## src/rtl/lane_read_eye_trainer_pkg.sv

```systemverilog
// Shared types and constants for the lane read-eye trainer.
package lane_read_eye_trainer_pkg;

    localparam int TAP_W = 8;

    localparam logic DIR_INC = 1'b1;
    localparam logic DIR_DEC = 1'b0;

    typedef enum logic [3:0] {
        IDLE,
        LOAD,
        CLEAR,
        SETTLE,
        SAMPLE,
        EVAL,
        INC,
        CENTER,
        FAIL_END
    } state_t;

endpackage

```

## src/rtl/lane_read_eye_trainer_window.sv

```systemverilog
// eye_window_tracker: follows the passing-tap window during the sweep and
// latches the first window that is at least MIN_EYE taps wide.
import lane_read_eye_trainer_pkg::*;

module eye_window_tracker #(
    parameter int MIN_EYE = 4
) (
    input  logic             i_clk,
    input  logic             i_rst,
    input  logic             i_clear,
    input  logic             i_eval,
    input  logic             i_pass,
    input  logic             i_end,
    input  logic [TAP_W-1:0] i_tap,
    output logic             o_accept,
    output logic [TAP_W-1:0] o_eye_left,
    output logic [TAP_W-1:0] o_eye_right
);

    localparam logic [TAP_W:0] MIN_W = (TAP_W + 1)'(MIN_EYE);

    logic             r_open;
    logic [TAP_W-1:0] r_cand_left;
    logic [TAP_W-1:0] r_eye_left;
    logic [TAP_W-1:0] r_eye_right;

    logic             w_close;
    logic [TAP_W-1:0] w_left;
    logic [TAP_W-1:0] w_right;
    logic [TAP_W:0]   w_width;

    // A window that opens on the last tap starts and ends at that tap.
    assign w_left   = r_open ? r_cand_left : i_tap;
    // A failing tap ends the window one tap earlier; an end-of-sweep pass ends it here.
    assign w_right  = i_pass ? i_tap : (i_tap - 1'b1);
    assign w_close  = i_eval && (r_open || i_pass) && (!i_pass || i_end);
    assign w_width  = {1'b0, w_right} - {1'b0, w_left} + 1'b1;
    assign o_accept = w_close && (w_width >= MIN_W);

    assign o_eye_left  = r_eye_left;
    assign o_eye_right = r_eye_right;

    // Open/close the candidate window and latch the accepted edges.
    always_ff @(posedge i_clk) begin
        if (i_rst) begin
            r_open      <= 1'b0;
            r_cand_left <= '0;
            r_eye_left  <= '0;
            r_eye_right <= '0;
        end else if (i_clear) begin
            r_open <= 1'b0;
        end else if (i_eval) begin
            if (w_close) begin
                r_open <= 1'b0;
            end else if (i_pass && !r_open) begin
                r_open      <= 1'b1;
                r_cand_left <= i_tap;
            end
            if (o_accept) begin
                r_eye_left  <= w_left;
                r_eye_right <= w_right;
            end
        end
    end

endmodule

```

## src/rtl/lane_read_eye_trainer.sv

```systemverilog
// lane_read_eye_trainer: sweeps one DQ lane's IOD input delay, finds the
// first passing window of MIN_EYE taps or more and parks at its centre.
// Optional feature macro: LANE_READ_EYE_TRAINER_RETRY_EN (one retry sweep
// with a doubled sample window before ERROR is raised).
import lane_read_eye_trainer_pkg::*;

module lane_read_eye_trainer #(
    parameter int TAP_MAX       = 127,
    parameter int SETTLE_CYCLES = 8,
    parameter int SAMPLE_CYCLES = 16,
    parameter int MIN_EYE       = 4
) (
    input  logic             FAB_CLK,
    input  logic             SYNC_RST,
    input  logic             START,
    output logic             BUSY,
    output logic             DONE,
    output logic             ERROR,
    output logic             DELAY_LINE_LOAD,
    output logic             DELAY_LINE_MOVE,
    output logic             DELAY_LINE_DIRECTION,
    input  logic             DELAY_LINE_OUT_OF_RANGE,
    output logic             EYE_MONITOR_CLEAR_FLAGS,
    input  logic             EYE_MONITOR_EARLY,
    input  logic             EYE_MONITOR_LATE,
    output logic [TAP_W-1:0] TAP_POS,
    output logic [TAP_W-1:0] EYE_LEFT,
    output logic [TAP_W-1:0] EYE_RIGHT
);

    localparam int               CNT_W       = 16;
    localparam logic [CNT_W-1:0] SETTLE_LAST = CNT_W'(SETTLE_CYCLES - 1);
    localparam logic [TAP_W-1:0] TAP_LAST    = TAP_W'(TAP_MAX);

    state_t           r_state;
    state_t           w_state_next;
    logic [TAP_W-1:0] r_tap;
    logic [CNT_W-1:0] r_cnt;
    logic             r_fail;
    logic             r_busy;
    logic             r_done;
    logic             r_error;
    logic             r_dir;
    logic             r_wait;

    logic             w_start_ok;
    logic             w_eval;
    logic             w_pass;
    logic             w_end;
    logic             w_accept;
    logic             w_dec;
    logic             w_center_done;
    logic             w_fail_final;
    logic             w_settle_last;
    logic             w_sample_last;
    logic [CNT_W-1:0] w_sample_end;
    logic [TAP_W:0]   w_sum;
    logic [TAP_W-1:0] w_target;

`ifdef LANE_READ_EYE_TRAINER_RETRY_EN
    logic r_retried;

    assign w_sample_end = r_retried ? CNT_W'(2 * SAMPLE_CYCLES - 1) : CNT_W'(SAMPLE_CYCLES - 1);
    assign w_fail_final = r_retried;

    // Remember that the single retry sweep has been used.
    always_ff @(posedge FAB_CLK) begin
        if (SYNC_RST) begin
            r_retried <= 1'b0;
        end else if (w_start_ok) begin
            r_retried <= 1'b0;
        end else if (r_state == FAIL_END) begin
            r_retried <= 1'b1;
        end
    end
`else
    assign w_sample_end = CNT_W'(SAMPLE_CYCLES - 1);
    assign w_fail_final = 1'b1;
`endif

    assign w_start_ok    = (r_state == IDLE) && START;
    assign w_eval        = (r_state == EVAL);
    assign w_pass        = !r_fail;
    assign w_end         = (r_tap == TAP_LAST) || DELAY_LINE_OUT_OF_RANGE;
    assign w_settle_last = (r_cnt == SETTLE_LAST);
    assign w_sample_last = (r_cnt == w_sample_end);
    assign w_sum         = {1'b0, EYE_LEFT} + {1'b0, EYE_RIGHT};
    assign w_target      = w_sum[TAP_W:1];
    assign w_dec         = (r_state == CENTER) && !r_wait && (r_tap > w_target);
    assign w_center_done = (r_state == CENTER) && !r_wait && (r_tap <= w_target);

    assign BUSY                 = r_busy;
    assign DONE                 = r_done;
    assign ERROR                = r_error;
    assign DELAY_LINE_DIRECTION = r_dir;
    assign TAP_POS              = r_tap;

    eye_window_tracker #(
        .MIN_EYE (MIN_EYE)
    ) u_window (
        .i_clk       (FAB_CLK),
        .i_rst       (SYNC_RST),
        .i_clear     (r_state == LOAD),
        .i_eval      (w_eval),
        .i_pass      (w_pass),
        .i_end       (w_end),
        .i_tap       (r_tap),
        .o_accept    (w_accept),
        .o_eye_left  (EYE_LEFT),
        .o_eye_right (EYE_RIGHT)
    );

    // State register.
    always_ff @(posedge FAB_CLK) begin
        if (SYNC_RST) begin
            r_state <= IDLE;
        end else begin
            r_state <= w_state_next;
        end
    end

    // Next-state decode and the one-cycle IOD strobes.
    always_comb begin
        w_state_next            = r_state;
        DELAY_LINE_LOAD         = 1'b0;
        DELAY_LINE_MOVE         = 1'b0;
        EYE_MONITOR_CLEAR_FLAGS = 1'b0;
        case (r_state)
            IDLE: begin
                if (START) w_state_next = LOAD;
            end
            LOAD: begin
                DELAY_LINE_LOAD = 1'b1;
                w_state_next    = CLEAR;
            end
            CLEAR: begin
                EYE_MONITOR_CLEAR_FLAGS = 1'b1;
                w_state_next            = SETTLE;
            end
            SETTLE: begin
                if (w_settle_last) w_state_next = SAMPLE;
            end
            SAMPLE: begin
                if (w_sample_last) w_state_next = EVAL;
            end
            EVAL: begin
                if (w_accept)   w_state_next = CENTER;
                else if (w_end) w_state_next = FAIL_END;
                else            w_state_next = INC;
            end
            INC: begin
                DELAY_LINE_MOVE = 1'b1;
                w_state_next    = CLEAR;
            end
            CENTER: begin
                DELAY_LINE_MOVE = w_dec;
                if (w_center_done) w_state_next = IDLE;
            end
            FAIL_END: begin
                w_state_next = w_fail_final ? IDLE : LOAD;
            end
            default: w_state_next = IDLE;
        endcase
    end

    // Tap tracking, settle/sample counting, fail accumulation and status.
    always_ff @(posedge FAB_CLK) begin
        if (SYNC_RST) begin
            r_tap   <= '0;
            r_cnt   <= '0;
            r_fail  <= 1'b0;
            r_busy  <= 1'b0;
            r_done  <= 1'b0;
            r_error <= 1'b0;
            r_dir   <= 1'b0;
            r_wait  <= 1'b0;
        end else begin
            if ((r_state == SETTLE && !w_settle_last) || (r_state == SAMPLE && !w_sample_last)) begin
                r_cnt <= r_cnt + 1'b1;
            end else begin
                r_cnt <= '0;
            end

            if (r_state == CLEAR) begin
                r_fail <= 1'b0;
            end else if (r_state == SAMPLE) begin
                r_fail <= r_fail | EYE_MONITOR_EARLY | EYE_MONITOR_LATE;
            end

            if (r_state == LOAD) begin
                r_tap <= '0;
            end else if (r_state == INC) begin
                r_tap <= r_tap + 1'b1;
            end else if (w_dec) begin
                r_tap <= r_tap - 1'b1;
            end

            // Direction is set ahead of the MOVE cycles it qualifies.
            if (w_eval) begin
                if (w_accept)   r_dir <= DIR_DEC;
                else if (!w_end) r_dir <= DIR_INC;
            end

            // One idle cycle follows every centring step.
            r_wait <= w_dec;

            if (w_start_ok) begin
                r_busy  <= 1'b1;
                r_done  <= 1'b0;
                r_error <= 1'b0;
            end else if (w_center_done) begin
                r_busy <= 1'b0;
                r_done <= 1'b1;
            end else if (r_state == FAIL_END && w_fail_final) begin
                r_busy  <= 1'b0;
                r_error <= 1'b1;
            end
        end
    end

endmodule

```

## config.mk

```make
export PLATFORM = sky130hd
export DESIGN_NAME = lane_read_eye_trainer
export DESIGN_NICKNAME = d
export VERILOG_FILES = /design/src/rtl/lane_read_eye_trainer_pkg.sv /design/src/rtl/lane_read_eye_trainer_window.sv /design/src/rtl/lane_read_eye_trainer.sv
export SDC_FILE = /design/constraint.sdc
export NUM_CORES = 1
export LEC_CHECK = 0
export ABC_CLOCK_PERIOD_IN_PS = 4200
export CAP_MARGIN = 20
export CELL_PAD_IN_SITES_DETAIL_PLACEMENT = 1
export CELL_PAD_IN_SITES_GLOBAL_PLACEMENT = 1
export CORE_MARGIN = 3
export CORE_UTILIZATION = 43
export CTS_CLUSTER_DIAMETER = 60
export DETAILED_ROUTE_END_ITERATION = 8
export PLACE_DENSITY = 0.86
export RECOVER_POWER = 25
export SYNTH_ARGS = -nofsm -noshare
export SYNTH_HDL_FRONTEND = slang
export SYNTH_SLANG_ARGS = --single-unit
export TNS_END_PERCENT = 10
```

## constraint.sdc

```tcl
create_clock -name FAB_CLK -period 4.2 [get_ports FAB_CLK]
set_input_delay 0.84 -clock FAB_CLK [delete_from_list [all_inputs] [get_ports FAB_CLK]]
set_output_delay 0.84 -clock FAB_CLK [all_outputs]
set_load 0.02 [all_outputs]
```

Word level (Yosys, flattened, before mapping)
Index checks and enable logic that the tools add are counted.
{ "totals": {"word_cells": 99, "out_inout_bits": 31, "register_bits": 59, "input_bits": 6} }
{ "classes": {"add_sub_neg": 6, "n_eq_ne": 16, "bitwise": 6, "n_reduce_logical": 34, "n_mux": 21, "order_cmp": 3} }
{ "op_table": {"columns": ["op", "n"], "rows": [
  ["two-way mux 8 bit", 4],
  ["one-hot mux 4 bit (7 select lines)", 1],
  ["two-way mux 4 bit", 6],
  ["adder 16 x 1 -> 16 bit, second input constant", 1],
  ["equality test 16 x 3 -> 1 bit, second input constant", 1],
  ["equality test 16 x 4 -> 1 bit, second input constant", 1],
  ["equality test 4 x 3 -> 1 bit, second input constant", 4],
  ["logical AND 1 bit", 10],
  ["inequality test 2 bit, second input constant", 5],
  ["OR reduction 2 bit", 5],
  ["adder 8 x 8 -> 9 bit", 1],
  ["adder 9 x 1 -> 9 bit, second input constant", 1],
  [">= comparator 9 x 3 -> 1 bit, second input constant", 1],
  ["two-way mux 1 bit", 9],
  ["subtractor 8 x 8 -> 9 bit", 1],
  ["adder 8 x 1 -> 8 bit, second input constant", 1],
  ["equality test 4 x 2 -> 1 bit, second input constant", 2],
  ["equality test 8 x 7 -> 1 bit, second input constant", 1],
  ["greater-than comparator 8 bit", 1],
  ["<= comparator 8 bit", 1],
  ["AND reduction 4 bit", 2],
  ["subtractor 8 x 1 -> 8 bit, second input constant", 1],
  ["AND reduction 2 bit", 3],
  ["zero test 1 bit", 5],
  ["10 further kinds", 18]
]} }

Logic depth before layout (Yosys ltp)
Gate-level depths: netlist (run 1).
{ "depth": {"depth_word": 8, "depth_mapped": 19, "ltp_nobuf": 16} }

Hierarchy
A second synthesis (run 1) with hierarchy kept.
{ "unflattened": {"cells_unflattened": 447, "area_unflattened_um2": 3998.8} }
{ "by_module_without_submodules": {"columns": ["mod", "area_each_um2", "n_inst", "seq_area_each_um2", "cells_per_inst"], "rows": [
  ["lane_read_eye_trainer", 2282.2, 1, 680.7, 271],
  ["eye_window_tracker", 1716.6, 1, 500.5, 176]
]} }

Worst setup path before layout (run 1)
OpenSTA, ideal clock, no wires.
{ "synth_timing": {"path_kind": "reg2out", "start": "reg u_window.r_eye_right[1], in the netlist u_window.o_eye_right[1]", "end": "out DELAY_LINE_MOVE", "path_stages_with_launch": 15, "path_buffers": 0, "required_time_ps": 3360, "path_slack_ps": 396, "arrival_ps": 2964, "cell_sequence": "dfxtp_1 ha_1 a31o_2 a21o_1 a21oi_1 o21ai_0 o21ai_0 nand2b_1 xnor2_1 ha_1 nand2_1 o21a_1 o22ai_1 nand2_1 nand2_1"} }
{ "synth_between": {"elab_chain_len": 4} }
{ "synth_lines": {"columns": ["item", "line_no", "text"], "rows": [
  ["from (decl)", "lane_read_eye_trainer_window.sv:25", "logic [TAP_W-1:0] r_eye_right;"],
  ["from (signal assigned)", "lane_read_eye_trainer_window.sv:61", "r_eye_right <= w_right;"],
  ["adder 8 x 8 -> 9 bit", "lane_read_eye_trainer.sv:87", "assign w_sum = {1'b0, EYE_LEFT} + {1'b0, EYE_RIGHT};"],
  ["greater-than comparator 8 bit", "lane_read_eye_trainer.sv:89", "assign w_dec = (r_state == CENTER) && !r_wait && (r_tap > w_target);"],
  ["logical AND 1 bit", "lane_read_eye_trainer.sv:89", null],
  ["one-hot mux 1 bit (2 select lines)", "lane_read_eye_trainer.sv:128", "case (r_state)"],
  ["to (decl)", "lane_read_eye_trainer.sv:20", "output logic DELAY_LINE_MOVE,"]
]} }
Every way passes these cells.

Final worst setup path (run 1)
{ "layout_timing": {"start": "reg u_window.r_eye_right[0], in the netlist u_window.o_eye_right[0]", "end": "out DELAY_LINE_MOVE"} }
Same word-level chain as after synthesis.

==> results of run 1 <==
==> worst max-delay path, delay by kind of cell (launching register included) <==
kind            cells  cell delay [ns]
buf+inv             2             0.30
xor+xnor            1             0.06
flops               1             0.31
simple gates        3             0.35
compound gates      7             1.14
fa+ha+maj           2             0.66
==> cells in the final DEF, fill, tap and decap left out, types with 3 or more instances in the layout <==
cell type	count
nand2_1	26
clkdlybuf4s50_1	18
clkbuf_8	10
a21o_1	6
a211oi_1	10
nor4_1	3
nor2b_1	5
buf_4	21
dfxtp_1	57
mux2i_1	12
o21ai_0	26
and3_1	3
o21bai_1	4
nand3b_1	3
nor3_1	11
xor2_1	12
dlygate4sd3_1	17
nand4_1	8
a31oi_1	5
o31ai_1	3
inv_1	15
nand2b_1	10
ha_1	33
nand3_1	23
a21oi_2	3
a21oi_1	31
xnor2_1	20
nor2_1	57
==> cell families (layout without fill, tap and decap cells) <==
kind of cell,after synthesis,in the layout,synth area share
compound gates,111,111,0.193
xor+xnor,33,33,0.0764
fa+ha+maj,35,35,0.120
buf+inv,39,85,0.0433
flops,59,59,0.312
mux,13,13,0.0347
simple gates,168,168,0.221
==> repair_timing <==
item / in CTS / in global routing
buffers inserted: 0 / 3
endpoints found under the setup margin: 10 / 9
cloned: 0 / 0
resized for setup: 10 / 9
pin swaps: 0 / 2
==> cell type report <==
| cell class | instances | area [sq um] | share of cell area |
|---|---|---|---|
| tap | 105 | 131 | 0.0289 |
| clock inverter | 3 | 40.0 | 0.00882 |
| timing repair buffer | 56 | 508 | 0.112 |
| clock buffer | 11 | 141 | 0.0311 |
| inverter | 15 | 56.3 | 0.0124 |
| sequential | 59 | 1180 | 0.261 |
| multi-input combinational | 360 | 2480 | 0.546 |
==> per-stage QoR <==
stage / setup TNS, ns / worst slack [ns] / power [mW]
4_1_cts: 0 / 0.0741 / 1.29
3_3_place_gp: 0 / 0.0794 / 0.785
6_report: 0 / 0.191 / 1.29
2_1_floorplan: 0 / 0.396 / 0.737
3_5_place_dp: -0.116 / -0.116 / 0.792
5_1_grt: 0 / 0.0226 / 1.35
==> final timing paths <==
path,startpoint,end,slack [ns],cells past startpoint
min,r_cnt[0],r_cnt[0],0.45,1
max reg2reg,TAP_POS[0],u_window.o_eye_left[4],0.22,13
min reg2reg,r_cnt[0],r_cnt[0],0.45,1
max,u_window.o_eye_right[0],DELAY_LINE_MOVE,0.19,15
==> sequential cells by signal, summed over array words and instances (netlist names) <==
name                  cells
DELAY_LINE_DIRECTION      1
ERROR                     1
r_wait                    1
u_window.r_open           1
BUSY                      1
DONE                      1
u_window.o_eye_right      8
u_window.r_cand_left      8
r_state                   4
r_cnt                    16
r_fail                    1
u_window.o_eye_left       8
TAP_POS                   8
==> report_power, final <==
group	leakage (nW)	internal (mW)	switching, mW	total [mW]
Combinational	1.18	0.0809	0.121	0.202
Sequential	0.477	0.568	0.0143	0.582
Clock	0.0950	0.282	0.224	0.506
Total	1.75	0.931	0.359	1.29
==> layer usage <==
layer,routed length (microns),part of all wire
met5,0,0
met4,304,0.026
met2,6040,0.52
met3,471,0.040
met1,4870,0.42
==> impl_metrics.py, run 1 <==
metrics = {
    "cts": {
        "hold_buffers": 0,
        "cts_buffer_depth": 2,
        "cts_tree": "built",
        "cts_sinks": 59,
        "h-tree-depth": 3,
        "clk_latency_ns": 0.34,
        "cts_made_buffers": 9,
        "path_clk_slew_ns": 0.06,
        "cts_root_buf": "clkbuf_8",
    },
    "sta": {
        "fin_crit_sh": 0.955,
        "slew_headroom": 0.415,
        "drv_slew": 0,
        "max_freq_mhz": 249,
        "period_needed_ns": 4.01,
        "hold_viol": 0,
        "hold_slack_ns": 0.453,
        "tightest_slew_ns": 0.877,
        "setup_viol": 0,
        "skew_ns": 0.00640,
        "rsz0062_at_grt": "no",
    },
    "die": {
        "initial_core_util": 0.452,
        "die_h_microns": 99.8,
        "coreArea_sq_mm": 0.00838,
        "die_w_microns": 99.8,
        "die-area_sq_mm": 0.00996,
        "ios": 37,
        "rows": 33,
    },
    "logic_synthesis": {
        "synth_most_common_cell": "dfxtp_1",
        "synth_top_area_share": 0.312,
        "synth-seq-cells": 59,
        "syn_nets": 499,
        "synth_common_cells": "dfxtp_1, nor2_1, a21oi_1",
        "synthCells": 458,
        "yosysWarnings": 0,
        "ys_async_sr_fraction": 0,
        "ys_seq_area_frac": 0.312,
        "yosys.area.top_type": "dfxtp_1",
        "avgSynthCellArea_sq_um": 8.26,
        "ys_types": 59,
        "synth_edf_count": 0,
        "synth_flop_cell": "dfxtp_1",
        "syn-cell-area_sq_mm": 0.00378,
        "yosys-top-cells-area": "dfxtp_1, ha_1, nor2_1",
    },
    "final_layout": {
        "fill_cells": 1033,
        "drive_gt1_frac": 0.109,
        "nets": 542,
        "syn2layout_area_growth_pct": 19.9,
        "num_antenna_cells": 0,
        "final_cells": 609,
        "fin_util": 0.542,
        "final_area_sq_mm": 0.00454,
    },
    "grt": {
        "grt_pass1_vias": 3802,
        "grt_util_met3": 0.0347,
        "use_met2": 0.433,
        "grt_max_degree": 21,
        "grt_antenna_before_repair": 0,
        "met1_usage": 0.287,
        "grt_overflow": 0,
        "grt.total_usage": 0.241,
        "grt_pass1_wl_microns": 19200,
        "grt-busiest-layer": "met2",
    },
    "drt": {
        "wl_per_cell_microns": 19.2,
        "firstDrtPassIters": 4,
        "drt-total-wl_microns": 11700,
        "drc": 0,
        "drt_iter0_markers": 191,
        "antenna_left": 0,
        "vias": 3621,
        "vias_per_cell": 5.95,
    },
    "power_and_ir_drop": {
        "p_per_area_mw_per_mm2": 284,
        "leakagePower_nw": 1.75,
        "ir_drop_mv": 0.159,
    },
    "setup_path": {
        "critPathCaptureType": "output port",
        "required_ns": 3.36,
        "worst_path_max_delay_cell": "fa_2",
        "slowest_delay_ns": 0.37,
        "critPathArrivalTime_ns": 3.17,
        "worstSetupStartpointType": "register",
        "timing_worst_setup_path_type": "register to output port",
        "crit_chain": "and2_1 > fa_2 > a21o_1 > a21oi_2 > o21bai_1 > a21oi_2 > buf_4 > xnor2_1 > ha_1 > a21oi_1 > o21a_1 > o22ai_2 > nand2_2 > nand2_1 > buf_4",
        "cp_max_fo": 2,
    },
    "placed_design": {
        "globalplace.congestion": 0.863,
        "place_area_sq_mm": 0.00430,
        "port_buffers": 36,
        "dp_hpwl_microns": 8300,
        "dp_cells": 592,
    },
    "hold_path": {
        "hp-class": "register to register",
    },
    "flow_run": {
        "maxCapViolations": 0,
    },
    "status": {
        "status": "completed",
    },
}
(Power assumes the default switching activity.)
==> run 2: changes to the inputs <==
Settings changed: CAP_MARGIN 20 to unset.
==> results of run 2 <==
Same layout as run 1: the final DEF is identical, and so are final timing and power.
